==> src/rtl/logic_issue_stage_if.sv <==
// Handshake bundle for the logical-op issue stage: upstream decode fields in,
// head-of-queue operands and queue status out.
interface logic_issue_stage_if #(
    parameter int N = 32
);
    logic           flush;
    logic           in_valid;
    logic           in_ready;
    logic [5:0]     in_opcode;
    logic [5:0]     in_funct;
    logic [N-1:0]   in_rs_val;
    logic [N-1:0]   in_rt_val;
    logic [15:0]    in_imm;
    logic [4:0]     in_dst;
    logic           out_valid;
    logic           out_ready;
    logic [N-1:0]   out_a;
    logic [N-1:0]   out_b;
    logic [1:0]     out_op;
    logic [4:0]     out_dst;
    logic           out_illegal;
    logic [1:0]     occupancy;

    modport master (
        output flush, in_valid, in_opcode, in_funct, in_rs_val, in_rt_val,
               in_imm, in_dst, out_ready,
        input  in_ready, out_valid, out_a, out_b, out_op, out_dst,
               out_illegal, occupancy
    );

    modport slave (
        input  flush, in_valid, in_opcode, in_funct, in_rs_val, in_rt_val,
               in_imm, in_dst, out_ready,
        output in_ready, out_valid, out_a, out_b, out_op, out_dst,
               out_illegal, occupancy
    );
endinterface

==> src/rtl/logic_issue_stage.sv <==
// Decodes MIPS logical instructions into A/B/op at push time and buffers the
// decoded entries in a 2-deep valid/ready queue feeding the logical unit.
module logic_issue_stage #(
    parameter int N = 32
) (
    input  logic                clk,
    input  logic                rst_n,
    logic_issue_stage_if.slave  bus
);
    typedef enum logic [1:0] {
        OP_AND = 2'b00,
        OP_OR  = 2'b01,
        OP_XOR = 2'b10,
        OP_NOR = 2'b11
    } op_e;

    typedef struct packed {
        logic [N-1:0] a;
        logic [N-1:0] b;
        logic [1:0]   op;
        logic [4:0]   dst;
        logic         illegal;
    } entry_t;

    entry_t     dec_d;
    entry_t     head;
    entry_t     mem_q [2];
    logic [1:0] vld_q, vld_d;
    logic [1:0] count_q, count_d;
    logic       wr_ptr_q, wr_ptr_d;
    logic       rd_ptr_q, rd_ptr_d;
    logic       rdy_q;
    logic       push, pop;

    // NOTE: every field gets a default before the case so no path leaves a
    // variable unassigned, which would otherwise infer a latch.
    always_comb begin
        dec_d     = '0;
        dec_d.dst = bus.in_dst;
        unique case (bus.in_opcode)
            6'h00: begin
                if (bus.in_funct inside {6'h24, 6'h25, 6'h26, 6'h27}) begin
                    dec_d.a  = bus.in_rs_val;
                    dec_d.b  = bus.in_rt_val;
                    dec_d.op = bus.in_funct[1:0];
                end else begin
                    dec_d.illegal = 1'b1;
                end
            end
            6'h0C, 6'h0D, 6'h0E: begin
                dec_d.a  = bus.in_rs_val;
                dec_d.b  = {{(N-16){1'b0}}, bus.in_imm};
                dec_d.op = (bus.in_opcode == 6'h0C) ? OP_AND :
                           (bus.in_opcode == 6'h0D) ? OP_OR  : OP_XOR;
            end
            6'h0F: begin
                dec_d.b[31:16] = bus.in_imm;
                dec_d.op       = OP_OR;
            end
            default: dec_d.illegal = 1'b1;
        endcase
    end

    // rdy_q holds in_ready low during reset and for the edge after release.
    assign bus.in_ready  = rdy_q && (count_q != 2'd2);
    assign bus.out_valid = vld_q[rd_ptr_q];
    assign push          = bus.in_valid && bus.in_ready;
    assign pop           = bus.out_valid && bus.out_ready;

    always_comb begin
        count_d  = count_q;
        wr_ptr_d = wr_ptr_q;
        rd_ptr_d = rd_ptr_q;
        vld_d    = vld_q;
        if (bus.flush) begin
            count_d  = '0;
            wr_ptr_d = 1'b0;
            rd_ptr_d = 1'b0;
            vld_d    = '0;
        end else begin
            if (push) begin
                vld_d[wr_ptr_q] = 1'b1;
                wr_ptr_d        = ~wr_ptr_q;
            end
            if (pop) begin
                vld_d[rd_ptr_q] = 1'b0;
                rd_ptr_d        = ~rd_ptr_q;
            end
            unique case ({push, pop})
                2'b10:   count_d = count_q + 2'd1;
                2'b01:   count_d = count_q - 2'd1;
                default: count_d = count_q;
            endcase
        end
    end

    // NOTE: sequential state uses non-blocking assignments so every register
    // samples the pre-edge value of its inputs, independent of block order.
    always_ff @(posedge clk or negedge rst_n) begin
        if (!rst_n) begin
            count_q  <= '0;
            wr_ptr_q <= 1'b0;
            rd_ptr_q <= 1'b0;
            vld_q    <= '0;
            rdy_q    <= 1'b0;
        end else begin
            count_q  <= count_d;
            wr_ptr_q <= wr_ptr_d;
            rd_ptr_q <= rd_ptr_d;
            vld_q    <= vld_d;
            rdy_q    <= 1'b1;
        end
    end

    // NOTE: the entry storage has no reset; valid bits are reset instead and
    // the head is gated by out_valid, so stale contents are never visible.
    always_ff @(posedge clk) begin
        if (push && !bus.flush) begin
            mem_q[wr_ptr_q] <= dec_d;
        end
    end

    assign head            = bus.out_valid ? mem_q[rd_ptr_q] : '0;
    assign bus.out_a       = head.a;
    assign bus.out_b       = head.b;
    assign bus.out_op      = head.op;
    assign bus.out_dst     = head.dst;
    assign bus.out_illegal = head.illegal;
    assign bus.occupancy   = count_q;
endmodule

==> src/flat_wrapper.sv <==
// flat-port wrapper written by rule: the top's interface ports become plain ports
module logic_issue_stage_flat 
#(
    parameter int N = 32
)
  (clk, rst_n, bus_flush, bus_in_valid, bus_in_opcode, bus_in_funct, bus_in_rs_val, bus_in_rt_val, bus_in_imm, bus_in_dst, bus_out_ready, bus_in_ready, bus_out_valid, bus_out_a, bus_out_b, bus_out_op, bus_out_dst, bus_out_illegal, bus_occupancy);
  logic_issue_stage_if #(.N(N)) bus_i ();
  input  logic clk;
  input  logic rst_n;
  input wire logic [$bits(bus_i.flush)-1:0] bus_flush;
  input wire logic [$bits(bus_i.in_valid)-1:0] bus_in_valid;
  input wire logic [$bits(bus_i.in_opcode)-1:0] bus_in_opcode;
  input wire logic [$bits(bus_i.in_funct)-1:0] bus_in_funct;
  input wire logic [$bits(bus_i.in_rs_val)-1:0] bus_in_rs_val;
  input wire logic [$bits(bus_i.in_rt_val)-1:0] bus_in_rt_val;
  input wire logic [$bits(bus_i.in_imm)-1:0] bus_in_imm;
  input wire logic [$bits(bus_i.in_dst)-1:0] bus_in_dst;
  input wire logic [$bits(bus_i.out_ready)-1:0] bus_out_ready;
  output wire logic [$bits(bus_i.in_ready)-1:0] bus_in_ready;
  output wire logic [$bits(bus_i.out_valid)-1:0] bus_out_valid;
  output wire logic [$bits(bus_i.out_a)-1:0] bus_out_a;
  output wire logic [$bits(bus_i.out_b)-1:0] bus_out_b;
  output wire logic [$bits(bus_i.out_op)-1:0] bus_out_op;
  output wire logic [$bits(bus_i.out_dst)-1:0] bus_out_dst;
  output wire logic [$bits(bus_i.out_illegal)-1:0] bus_out_illegal;
  output wire logic [$bits(bus_i.occupancy)-1:0] bus_occupancy;
  assign bus_i.flush = bus_flush;
  assign bus_i.in_valid = bus_in_valid;
  assign bus_i.in_opcode = bus_in_opcode;
  assign bus_i.in_funct = bus_in_funct;
  assign bus_i.in_rs_val = bus_in_rs_val;
  assign bus_i.in_rt_val = bus_in_rt_val;
  assign bus_i.in_imm = bus_in_imm;
  assign bus_i.in_dst = bus_in_dst;
  assign bus_i.out_ready = bus_out_ready;
  assign bus_in_ready = bus_i.in_ready;
  assign bus_out_valid = bus_i.out_valid;
  assign bus_out_a = bus_i.out_a;
  assign bus_out_b = bus_i.out_b;
  assign bus_out_op = bus_i.out_op;
  assign bus_out_dst = bus_i.out_dst;
  assign bus_out_illegal = bus_i.out_illegal;
  assign bus_occupancy = bus_i.occupancy;
  logic_issue_stage #(.N(N)) u_core (.clk(clk), .rst_n(rst_n), .bus(bus_i));
endmodule
==> config.mk <==
export PLATFORM = sky130hd
export DESIGN_NAME = logic_issue_stage_flat
export DESIGN_NICKNAME = d
export VERILOG_FILES = /design/src/rtl/logic_issue_stage_if.sv /design/src/rtl/logic_issue_stage.sv /design/src/flat_wrapper.sv
export SDC_FILE = /design/constraint.sdc
export NUM_CORES = 1
export LEC_CHECK = 0
export CORE_MARGIN = 2
export CORE_UTILIZATION = 48
export DETAILED_ROUTE_END_ITERATION = 10
export GPL_ROUTABILITY_DRIVEN = 0
export GPL_TIMING_DRIVEN = 0
export PLACE_DENSITY = 0.76
export SYNTH_ARGS = -nofsm -noshare
export SYNTH_HDL_FRONTEND = slang
export SYNTH_SLANG_ARGS = --single-unit
==> constraint.sdc <==
create_clock -name clk -period 7.15 [get_ports clk]
set_input_delay 1.43 -clock clk [delete_from_list [all_inputs] [get_ports clk]]
set_output_delay 1.43 -clock clk [all_outputs]
set_load 0.005 [all_outputs]
; Yosys cells after proc, flatten, opt, wreduce, memory -nomap -nowiden
; Memory sizes are Yosys's and may differ from the RTL's.
; Index checks and enable logic that the tools add are counted.
[totals]
regBits = 7
ram_bits = 144
inputBits = 102
output_inout_bits = 76
elab_cells = 70
n_memories = 1
[memory_table]
columns = name, words, word_bits, read_ports, rd_ports_with_merged_regs, wr, line
row1 = u_core.mem_q, 2, 72, 1, 0, 1, logic_issue_stage.sv:27  ; entry_t mem_q [2];
[classes]
add_sub_neg = 2
order_cmp = 4
n_eq_ne = 11
n_mux = 28
bitwise = 5
n_reduce_logical = 14
[ops]
columns = operator, n
row1 = 72-bit 2-to-1 mux, 1
row2 = 66-bit 2-to-1 mux, 1
row3 = 16-bit case mux with 2 select lines, 2
row4 = 32-bit case mux with 2 select lines, 1
row5 = 6-bit by 4-bit equality test with 1-bit output (second input constant), 4
row6 = 6-bit equality test (second input constant), 4
row7 = 2-bit 2-to-1 mux, 7
row8 = 1-bit 2-to-1 mux, 11
row9 = 1-bit logical AND, 6
row10 = 6-bit zero test, 1
row11 = 2-bit case mux with 3 select lines, 1
row12 = 1-bit by 2-bit < comparator with 1-bit output (second input constant), 2
row13 = 2-bit case mux with 2 select lines, 1
row14 = 2-bit nonzero test, 2
row15 = 4-bit nonzero test, 1
row16 = 4-bit OR reduction, 1
row17 = 3-bit nonzero test, 1
row18 = 3-bit OR reduction, 1
row19 = 2-bit by 1-bit adder with 2-bit output (second input constant), 1
row20 = 2-bit AND, 1
row21 = 1-bit demux with 1-bit select, 2
row22 = 2-bit by 1-bit equality test with 1-bit output (second input constant), 1
row23 = 2-bit equality test (second input constant), 1
row24 = 1-bit >= comparator (second input constant), 2
row25 = 7 further kinds, 8

; Depth between registers and ports, before layout
; Gate-level depths: netlist (run 1).
[logic_depth]
depth_word = 10
ltp_mapped = 6
depth_no_buf = 5

; Worst setup path before layout (run 1)
; Ideal clock, no wire load.
[synth_timing]
path_kind = input -> register
from = in bus_flush
to = mem u_core.mem_q[1][0] (netlist bit), enable pin
setup_time_ns = 0.606
arrival_ns = 6.899
t_required_ns = 6.544
slack_ns = -0.354
path_stages = 2
n_path_buf = 1
path_cell_list = clkbuf_1 nor3b_1
[synth_between]
elab_chain_len = 4
[synth_lines]
columns = element, line
row1 = start: declaration, flat_wrapper.sv:10  ; input wire logic [$bits(bus_i.flush)-1:0] bus_flush;
row2 = 1-bit zero test, logic_issue_stage.sv:118  ; if (push && !bus.flush) begin
row3 = 1-bit logical AND, logic_issue_stage.sv:118
row4 = 1-bit 2-to-1 mux, logic_issue_stage.sv:118
row5 = 1-bit 2-to-1 mux (implied by the code), logic_issue_stage.sv:119  ; mem_q[wr_ptr_q] <= dec_d;
row6 = end: declaration, logic_issue_stage.sv:27
; Every way passes these cells.

; Final worst setup path (run 1)
[layout_timing]
from = reg u_core.rd_ptr_q
to = out bus_out_a[23]
[layout_between]
elab_chain_len = 3
elab_cells_between_ends = 4
cone_classes = 3 x mux / 1 x memory
[layout_lines]
columns = element, line
row1 = start: declaration, logic_issue_stage.sv:31  ; logic rd_ptr_q, rd_ptr_d;
row2 = start signal: assignment, logic_issue_stage.sv:109  ; rd_ptr_q <= rd_ptr_d;
row3 = 1-bit 2-to-1 mux (implied by the code) (2 in series), logic_issue_stage.sv:66  ; assign bus.out_valid = vld_q[rd_ptr_q];
row4 = 72-bit 2-to-1 mux (*), logic_issue_stage.sv:123  ; assign head = bus.out_valid ? mem_q[rd_ptr_q] : '0;
row5 = end: declaration, flat_wrapper.sv:21  ; output wire logic [$bits(bus_i.out_a)-1:0] bus_out_a;
; Mark *: on every way between the ends. The rest lies on a longest branch, timed or not. The select of a mux whose other input is x is not followed.

==> results of run 1 <==
==> synth_stat cells, drive strengths merged, types with 2 or more instances <==
library cell,count
nor3,3
edfxtp,144
nor3b,3
inv,3
mux2i,74
dfrtp,7
a21oi,3
and3,2
and2,33
a21boi,2
buf,10
o21ai,2
nor2,76
clkbuf,18
a22o,33
==> power breakdown <==
group | switching, mW | total, mW | internal [mW]
clock network | 0.352 | 0.867 | 0.515
logic | 0.0700 | 0.168 | 0.0981
registers | 0.00500 | 0.981 | 0.976
total | 0.427 | 2.02 | 1.59
==> metrics by stage <==
| step | instances | utilization [%] | hold slack [ns] |
|---|---|---|---|
| 2_1_floorplan | 428 | - | 0.482 |
| 3_3_place_gp | 780 | 63.9 | 0.503 |
| 3_5_place_dp | 790 | 65.2 | 0.525 |
| 4_1_cts | 822 | 69.6 | 0.535 |
| 5_1_grt | 822 | 69.6 | 0.555 |
| 6_report | 822 | 69.6 | 0.540 |
==> sequential cells by signal, summed over array words and instances, names as in the netlist <==
signal                flops
u_core.rdy_q              1
u_core.bus.occupancy      2
u_core.vld_q              2
u_core.mem_q            144
u_core.wr_ptr_q           1
u_core.rd_ptr_q           1
==> critical path, cell delays in order (launching register included) <==
cell and delay (ns):
dfrtp_1 0.32, clkbuf_1 0.25, clkbuf_1 0.53, buf_1 0.56, mux2i_1 0.35, nor2_1 0.07, clkdlybuf4s50_1 0.45
==> layer usage <==
layer	up-vias	track usage, %
li1	2004	-
met1	2039	24.8
met2	187	35.8
met3	13	5.56
met4	0	7.89
met5	-	0
==> area by class of cell <==
type	count	area [um^2]	area share (%)
clock inverter	14	151	1.66
buffer	28	124	1.36
inverter	3	11.3	0.124
clock buffer	18	429	4.71
timing repair buffer	186	1910	21.0
tap	176	220	2.42
sequential	151	4500	49.4
multi-input combinational	246	1760	19.3
==> path summary, 6_finish.rpt <==
path	endpoint	from	slack, ns
setup / recovery	bus_out_a[23]	u_core.rd_ptr_q	2.79
max in group asynchronous	u_core.vld_q[1]	rst_n	5.60
hold reg to reg	u_core.vld_q[1]	u_core.vld_q[1]	0.54
hold / removal	u_core.vld_q[1]	u_core.vld_q[1]	0.54
setup reg to reg	u_core.mem_q[0][16]	u_core.bus.occupancy[0]	4.60
min in group asynchronous	u_core.rdy_q	rst_n	1.29
==> cells by family (layout without fill, tap and decap cells) <==
kind of cell / Yosys count / after routing / synth area share, %
XOR/XNOR: 1 / 1 / 0.137
AND/OR/NAND/NOR: 127 / 127 / 9.85
flip-flops: 151 / 151 / 70.6
AO/OA/AOI/OAI: 42 / 42 / 5.46
buffers and inverters: 31 / 249 / 2.12
multiplexers: 75 / 75 / 11.8
other: 1 / 1 / 0.0588
==> run_results.csv, run 1 <==
group,metric,value,unit
detailed_routing,wirelength,14.2,mm
critical_path,reg2reg_depth,7,
detailed_routing,vias,4243,
critical_path,crit_fanout,10,
yosys,yosys.area.top_type_share,67.8,%
die,initial_core_util,48.7,%
detailed_routing,dr_wl_met2,7.19,mm
detailed_routing,wl_met1,5.66,mm
sta,hold_violations,0,
global_route,grt_first_pass_wirelength,22.0,mm
yosys,async_flop_share,4.64,%
yosys,synth_nets,530,
cts,path_clk_slew,0.06,ns
yosys,synth-seq-area-share,70.6,%
final_layout,syn2layout_area_growth,42.8,%
final_layout,final_cell_mix,"176 x clkdlybuf4s50_1, 144 x edfxtp_1, 76 x nor2_1, 74 x mux2i_1",
detailed_routing,dr.first_iter.drc_count,287,
status,status,"finished clean",
place,dp_slack,3.19,ns
die,die_area,14200,um^2
yosys,synth_edf_count,144,
cts,max-clock-path-buffers,2,
cts,cts_buffers,17,
sta,clock_skew,0.00426,ns
yosys,syn_area,6370,um^2
yosys,synth_area_leaders,"edfxtp_1 68%, mux2i_1 12%, a22o_1 4.5%",
global_route,antenna_found_initial,0,
critical_path,path_class,"register to primary output",
cts,htree_num_levels,4,
critical_path,worst_ep_arrival_time,2.93,ns
sta,clock.fmax,229,MHz
detailed_routing,wl_per_cell,17.3,um
final_layout,layout_commonest_cell,"clkdlybuf4s50_1",
final_layout,diodes,0,
sta,rsz0062_at_grt,"no",
cts,cts.sinks,151,
critical_path,required,5.72,ns
final_layout,design_area,9110,um^2
die,fp.dieH,119,um
global_route,overflow,0,
detailed_routing,first_pass_iters,4,
min_path,hp-class,"register to register",
yosys,avgSynthCellArea,14.9,um^2
sta,worst_slack,2.79,ns
detailed_routing,routed.top_layer,"met4",
min_path,hold_depth,1,
detailed_routing,final_antenna_net_count,0,
die,io_pins,178,
detailed_routing,wl_met3,1.16,mm
yosys,yosysWarnings,0,
detailed_routing,remaining_drc_errors,0,
detailed_routing,drt-vias-per-instance,5.16,
sta,tightestPinTransition,0.905,ns
run,maxCapViolCount,0,
pwr,leakagePower,3.19,nW
sta,period_needed,4.36,ns
global_route,grt_max_degree,20,
yosys,synth_top_area_cell,"edfxtp_1",
sta,finalSetupViolCount,0,
pwr,vdd_drop_max,0.000152,V
cts,cts_setup_buffers,0,
sta,fin_setup_tns,0,ns
cts,ctsHoldBuffers,0,
cts,cts_root_buf,"clkbuf_16",
die,dieWidth,119,um
final_layout,layout.nets,735,
critical_path,endpoint_kind,"primary output",
sta,relSlewSlack,39.3,%
yosys,synth_cell_types,33,
pwr,power.total,2.02,mW
sta,period_share,61.0,%
final_layout,drive_above_1_share,8.51,%
yosys,synth_cells,428,
pwr,power_density,221,nW/um^2
global_route,grt_pass1_vias,4385,
place,hpwl,10.3,mm
cts,clk_latency,0.41,ns
sta,finalMaxSlewViolations,0,
cts,cts_tree,"built",
place,port_buffers,176,
global_route,grtUsageTotal,20.7,%
die,core,13100,um^2
place,dpl_cell_area,8530,um^2
die,std_cell_rows,42,
yosys,synth_ff_type,"edfxtp_1",
final_layout,fillers,871,
yosys,ys_ff_latch,151,
cts,cts_resized,0,
critical_path,cp-start-kind,"register",
No activity file was read; power rests on OpenSTA's default activity.
==> inputs of run 2 (changes only) <==
==> constraint.sdc (replaced) <==
create_clock -name clk -period 4.2 [get_ports clk]
set_input_delay 0.84 -clock clk [delete_from_list [all_inputs] [get_ports clk]]
set_output_delay 0.84 -clock clk [all_outputs]
set_load 0.005 [all_outputs]
==> run 2 against run 1 <==
  * Clock-buffer cell count up 1
  * Critical endpoint unchanged
  * Largest power group unchanged
  * Clock skew up 0.0035 ns
  * Highest routed layer unchanged
  * Cell area down 0.21%
  * First-iteration DRC count down 2.8%
  * Worst setup slack worse by 2.3 ns
  * Routed wire length up 2.5%
  * Via count down 0.71%
  * Sequential share of layout area up 0.10 points
  * Critical path depth unchanged
  * Core utilization down 0.14 points
==> run_results.csv, run 2 (synthesis gave the netlist of run 1 again) <==
group,metric,value,unit
die,io_pins,178,
detailed_routing,remaining_drc_errors,0,
detailed_routing,dr.first_iter.drc_count,279,
cts,cts_tree,"built",
global_route,grtUsageTotal,20.8,%
die,std_cell_rows,42,
sta,relSlewSlack,46.0,%
final_layout,regArea,4500,um^2
sta,fin_setup_tns,0,ns
detailed_routing,wirelength,14.5,mm
cts,cts_root_buf,"clkbuf_16",
sta,clock_skew,0.00772,ns
sta,period_needed,3.74,ns
critical_path,reg2reg_from,"u_core.bus.occupancy[0]",
pwr,power_density,374,nW/um^2
detailed_routing,final_antenna_net_count,0,
sta,finalSetupViolCount,0,
pwr,leakagePower,3.17,nW
critical_path,cp-start-kind,"register",
sta,finalMaxSlewViolations,0,
die,dieWidth,119,um
final_layout,largest_register_ffs,144,
run,maxCapViolCount,0,
min_path,hold_depth,1,
detailed_routing,first_pass_iters,5,
final_layout,top_register,"u_core.mem_q",
place,dpl_cell_area,8520,um^2
sta,clock.fmax,267,MHz
final_layout,diodes,0,
global_route,antenna_found_initial,0,
status,status,"finished clean",
min_path,hp-class,"register to register",
critical_path,reg2reg_depth,5,
cts,path_clk_slew,0.06,ns
final_layout,syn2layout_area_growth,42.6,%
final_layout,fillers,897,
cts,max-clock-path-buffers,2,
cts,ctsHoldBuffers,0,
cts,cts_setup_buffers,0,
sta,rsz0062_at_grt,"no",
final_layout,layout_commonest_cell,"clkdlybuf4s50_1",
sta,tightestPinTransition,0.809,ns
critical_path,required,3.36,ns
die,die_area,14200,um^2
critical_path,path_class,"register to primary output",
die,fp.dieH,119,um
critical_path,crit_fanout,10,
critical_path,reg2reg_to,"u_core.mem_q[1][18]",
final_layout,final_cell_mix,"176 x clkdlybuf4s50_1, 144 x edfxtp_1, 76 x nor2_1, 74 x mux2i_1",
cts,cts_buffers,17,
min_path,min_to,"u_core.vld_q[1]",
sta,hold_violations,0,
die,initial_core_util,48.7,%
global_route,grt_first_pass_wirelength,22.2,mm
cts,clk_latency,0.41,ns
global_route,grt_pass1_vias,4434,
detailed_routing,wl_per_cell,17.8,um
sta,period_share,89.0,%
min_path,worstHoldStart,"u_core.vld_q[1]",
die,core,13100,um^2
critical_path,endpoint_kind,"primary output",
detailed_routing,drt-vias-per-instance,5.14,
cts,cts_resized,0,
critical_path,reg2reg_slack,2.00,ns
place,port_buffers,176,
final_layout,layout.nets,733,
critical_path,worst_ep_arrival_time,2.90,ns
global_route,grt_max_degree,22,
detailed_routing,vias,4213,
cts,cts.sinks,151,
cts,htree_num_levels,4,
final_layout,design_area,9090,um^2
pwr,vdd_drop_max,0.000253,V
final_layout,multi_input_area,1760,um^2
place,hpwl,10.4,mm
final_layout,drive_above_1_share,7.93,%
global_route,overflow,0,
[run 2: worst max-delay path by stage]
stage	start	endpoint	slack, ns
after detailed placement	u_core.rd_ptr_q	bus_out_a[27]	0.88
after global routing	u_core.rd_ptr_q	bus_out_a[23]	0.26
after CTS	u_core.rd_ptr_q	bus_out_a[27]	0.42
after floorplan	bus_flush	u_core.mem_q[0][0]	-0.16
final	u_core.rd_ptr_q	bus_out_a[23]	0.46
after global placement	bus_in_valid	u_core.mem_q[1][35]	-2.12
[run 2: power by group]
| group | leakage [nW] | switching [mW] | total [mW] | internal [mW] |
|---|---|---|---|---|
| Sequential | 1.60 | 0.00916 | 1.67 | 1.66 |
| Combinational | 1.31 | 0.121 | 0.289 | 0.168 |
| Clock | 0.263 | 0.567 | 1.44 | 0.869 |
| Total | 3.17 | 0.697 | 3.40 | 2.70 |
[run 2: cell type report]
type / instances / share of cell area [%]
clock buffer: 19 / 4.76
sequential: 151 / 49.5
inverter: 3 / 0.124
buffer: 28 / 1.36
clock inverter: 12 / 1.43
timing repair buffer: 184 / 21.0
tap: 176 / 2.42
multi-input combinational: 246 / 19.4
[run 2: per-stage QoR]
step                      hold slack [ns]  instances  utilization (%)  power [mW]  setup WS [ns]
after floorplan                     0.482        428                -        1.81         -0.157
after global placement              0.507        780             63.9        1.98          -2.12
after detailed placement            0.543        788             65.1        1.99          0.877
after CTS                           0.561        819             69.4        3.42          0.418
after global routing                0.587        819             69.4        3.51          0.261
final                               0.565        819             69.4        3.40          0.461
[run 2: per-layer routing]
metal / vias up / wire length [um] / global-route usage (%)
met2: 180 / 7250 / 35.2
met4: 0 / 170 / 6.70
met3: 14 / 1230 / 6.61
li1: 2010 / - / -
met1: 2009 / 5890 / 25.5
met5: - / 0 / 0
[run 2: worst max-delay path: stages, from the launching register on]
cell	delay, ns
dfrtp_1	0.32
clkbuf_1	0.25
clkbuf_1	0.49
buf_1	0.59
mux2i_1	0.33
nor2_1	0.06
clkdlybuf4s50_1	0.45
==> inputs of run 3 (changes only) <==
--- a/config.mk
+++ b/config.mk
@@ -6,11 +6,13 @@
 export NUM_CORES = 1
 export LEC_CHECK = 0
 export CORE_MARGIN = 2
-export CORE_UTILIZATION = 48
+export CORE_UTILIZATION = 50
+export CTS_BUF_LIST = sky130_fd_sc_hd__clkbuf_8
 export DETAILED_ROUTE_END_ITERATION = 10
 export GPL_ROUTABILITY_DRIVEN = 0
 export GPL_TIMING_DRIVEN = 0
-export PLACE_DENSITY = 0.76
+export MAX_ROUTING_LAYER = met4
+export PLACE_DENSITY = 0.79
 export SYNTH_ARGS = -nofsm -noshare
 export SYNTH_HDL_FRONTEND = slang
 export SYNTH_SLANG_ARGS = --single-unit
==> run 3 against run 2 <==
  * Via count down 0.12%
  * Register-to-register slack better by 0.15 ns
  * Cell area down 2.0%
  * Critical path depth stayed put
  * Non-clock buffer count unchanged
  * Clock power decreased by 32%
  * Core utilization up 1.7 points
  * Hold slack worse by 0.025 ns
  * Critical path type unchanged
  * Critical endpoint is now bus_out_a[27]
==> run_results.csv, run 3 (synthesis gave the netlist of run 1 again) <==
group,metric,value,unit
pwr,vdd_drop_max,0.000157,V
cts,cts_root_buf,"clkbuf_8",
pwr,p_comb_share,9.9,%
critical_path,endpoint_kind,"primary output",
sta,clock.fmax,263,MHz
pwr,power_density,329,nW/um^2
pwr,p_sw_share,22.1,%
cts,cts_buffers,17,
cts,cts_tree,"built",
detailed_routing,dr.first_iter.drc_count,255,
cts,max-clock-path-buffers,2,
global_route,antenna_found_initial,0,
final_layout,layout_commonest_cell,"clkdlybuf4s50_1",
critical_path,reg2reg_to,"u_core.rd_ptr_q",
final_layout,drive_above_1_share,7.76,%
die,die_area,13700,um^2
sta,fin_setup_tns,0,ns
sta,period_needed,3.80,ns
cts,htree_num_levels,4,
die,io_pins,178,
critical_path,path_class,"register to primary output",
cts,cts.sinks,151,
sta,relSlewSlack,50.0,%
final_layout,final_cell_mix,"176 x clkdlybuf4s50_1, 144 x edfxtp_1, 76 x nor2_1, 74 x mux2i_1",
final_layout,regArea,4500,um^2
sta,finalMaxSlewViolations,0,
final_layout,fillers,890,
final_layout,diodes,0,
die,initial_core_util,50.9,%
sta,finalSetupViolCount,0,
detailed_routing,wirelength,14.2,mm
cts,ctsHoldBuffers,0,
final_layout,multi_input_area,1760,um^2
die,core,12500,um^2
sta,tightestPinTransition,0.750,ns
critical_path,crit_start,"u_core.rd_ptr_q",
cts,cts_resized,0,
cts,clk_latency,0.44,ns
die,std_cell_rows,41,
run,maxCapViolCount,0,
critical_path,crit_fanout,10,
detailed_routing,drt-vias-per-instance,5.16,
place,hpwl,10.4,mm
die,fp.dieH,117,um
pwr,p_switching,648,uW
place,port_buffers,176,
detailed_routing,wl_per_cell,17.4,um
final_layout,final_util,71.2,%
global_route,grt_pass1_vias,4317,
detailed_routing,final_antenna_net_count,0,
sta,clock_skew,0.0144,ns
cts,path_clk_slew,0.08,ns
status,status,"finished clean",
final_layout,largest_register_ffs,144,
global_route,grt_first_pass_wirelength,21.3,mm
pwr,leakagePower,3.09,nW
final_layout,syn2layout_area_growth,39.7,%
final_layout,layout.nets,733,
critical_path,critical_path.endpoint,"bus_out_a[27]",
critical_path,reg2reg_from,"u_core.rd_ptr_q",
sta,rsz0062_at_grt,"no",
detailed_routing,vias,4208,
cts,cts_setup_buffers,0,
detailed_routing,remaining_drc_errors,0,
die,dieWidth,117,um
critical_path,cp-start-kind,"register",
critical_path,reg2reg_depth,5,
pwr,p_int,2.29,mW
global_route,grtUsageTotal,21.8,%
final_layout,top_register,"u_core.mem_q",
global_route,grt_max_degree,21,
detailed_routing,first_pass_iters,4,
sta,period_share,90.4,%
pwr,power.total,2.93,mW
critical_path,worst_ep_arrival_time,2.96,ns
critical_path,required,3.36,ns
min_path,hp-class,"register to register",
critical_path,reg2reg_slack,2.15,ns
sta,hold_violations,0,
global_route,overflow,0,
pwr,pwr-share-clk,33.2,%
pwr,seqPwrFrac,56.9,%
## run 3: how the worst min path moves through the flow
stage | from | cells after the start | to | slack (ns)
6_report | u_core.vld_q[1] | 1 | u_core.vld_q[1] | 0.54
3_3_place_gp | u_core.vld_q[1] | 1 | u_core.vld_q[1] | 0.50
3_5_place_dp | u_core.vld_q[1] | 1 | u_core.vld_q[1] | 0.53
2_1_floorplan | u_core.vld_q[1] | 1 | u_core.vld_q[1] | 0.48
5_1_grt | u_core.vld_q[1] | 1 | u_core.vld_q[1] | 0.56
4_1_cts | u_core.vld_q[1] | 1 | u_core.vld_q[1] | 0.54
## run 3: power by group through the flow
| stage | Combinational, mW | Clock [mW] | Sequential, mW |
|---|---|---|---|
| after floorplan | 0.103 | 0 | 1.70 |
| after global placement | 0.272 | 0 | 1.71 |
| after detailed placement | 0.293 | 0 | 1.70 |
| after CTS | 0.294 | 0.992 | 1.67 |
| after global routing | 0.313 | 1.05 | 1.67 |
| final | 0.291 | 0.975 | 1.67 |
## run 3: through the flow
stage	instances	cell area, um^2	hold WS, ns	worst slack (ns)
after floorplan	428	6380	0.482	-0.157
after global placement	776	8360	0.504	-2.05
after detailed placement	784	8560	0.528	0.818
after CTS	816	8910	0.539	0.325
after global routing	816	8910	0.561	0.152
final	816	8910	0.539	0.404
## run 3: critical path, cell delays in order (launching register included)
cell	delay, ns
dfrtp_1	0.33
clkbuf_1	0.27
clkbuf_1	0.50
buf_1	0.59
mux2i_1	0.18
nor2_1	0.14
clkdlybuf4s50_1	0.51
## run 3: per-layer routing
| metal | up-vias | track usage [%] | share of wire (%) |
|---|---|---|---|
| met5 | - | - | 0 |
| met4 | 0 | 7.76 | 1.4 |
| met3 | 14 | 5.77 | 7.8 |
| met2 | 181 | 36.8 | 51 |
| met1 | 2014 | 25.3 | 40 |
| li1 | 1999 | - | - |
## run 3: final cells by class
cell class / instances / share of cell area [%]
Buffer: 28 / 1.39
Clock buffer: 17 / 2.63
Clock inverter: 15 / 1.31
Inverter: 3 / 0.126
Multi-Input combinational cell: 246 / 19.8
Sequential cell: 151 / 50.5
Tap cell: 172 / 2.42
Timing Repair Buffer: 184 / 21.8
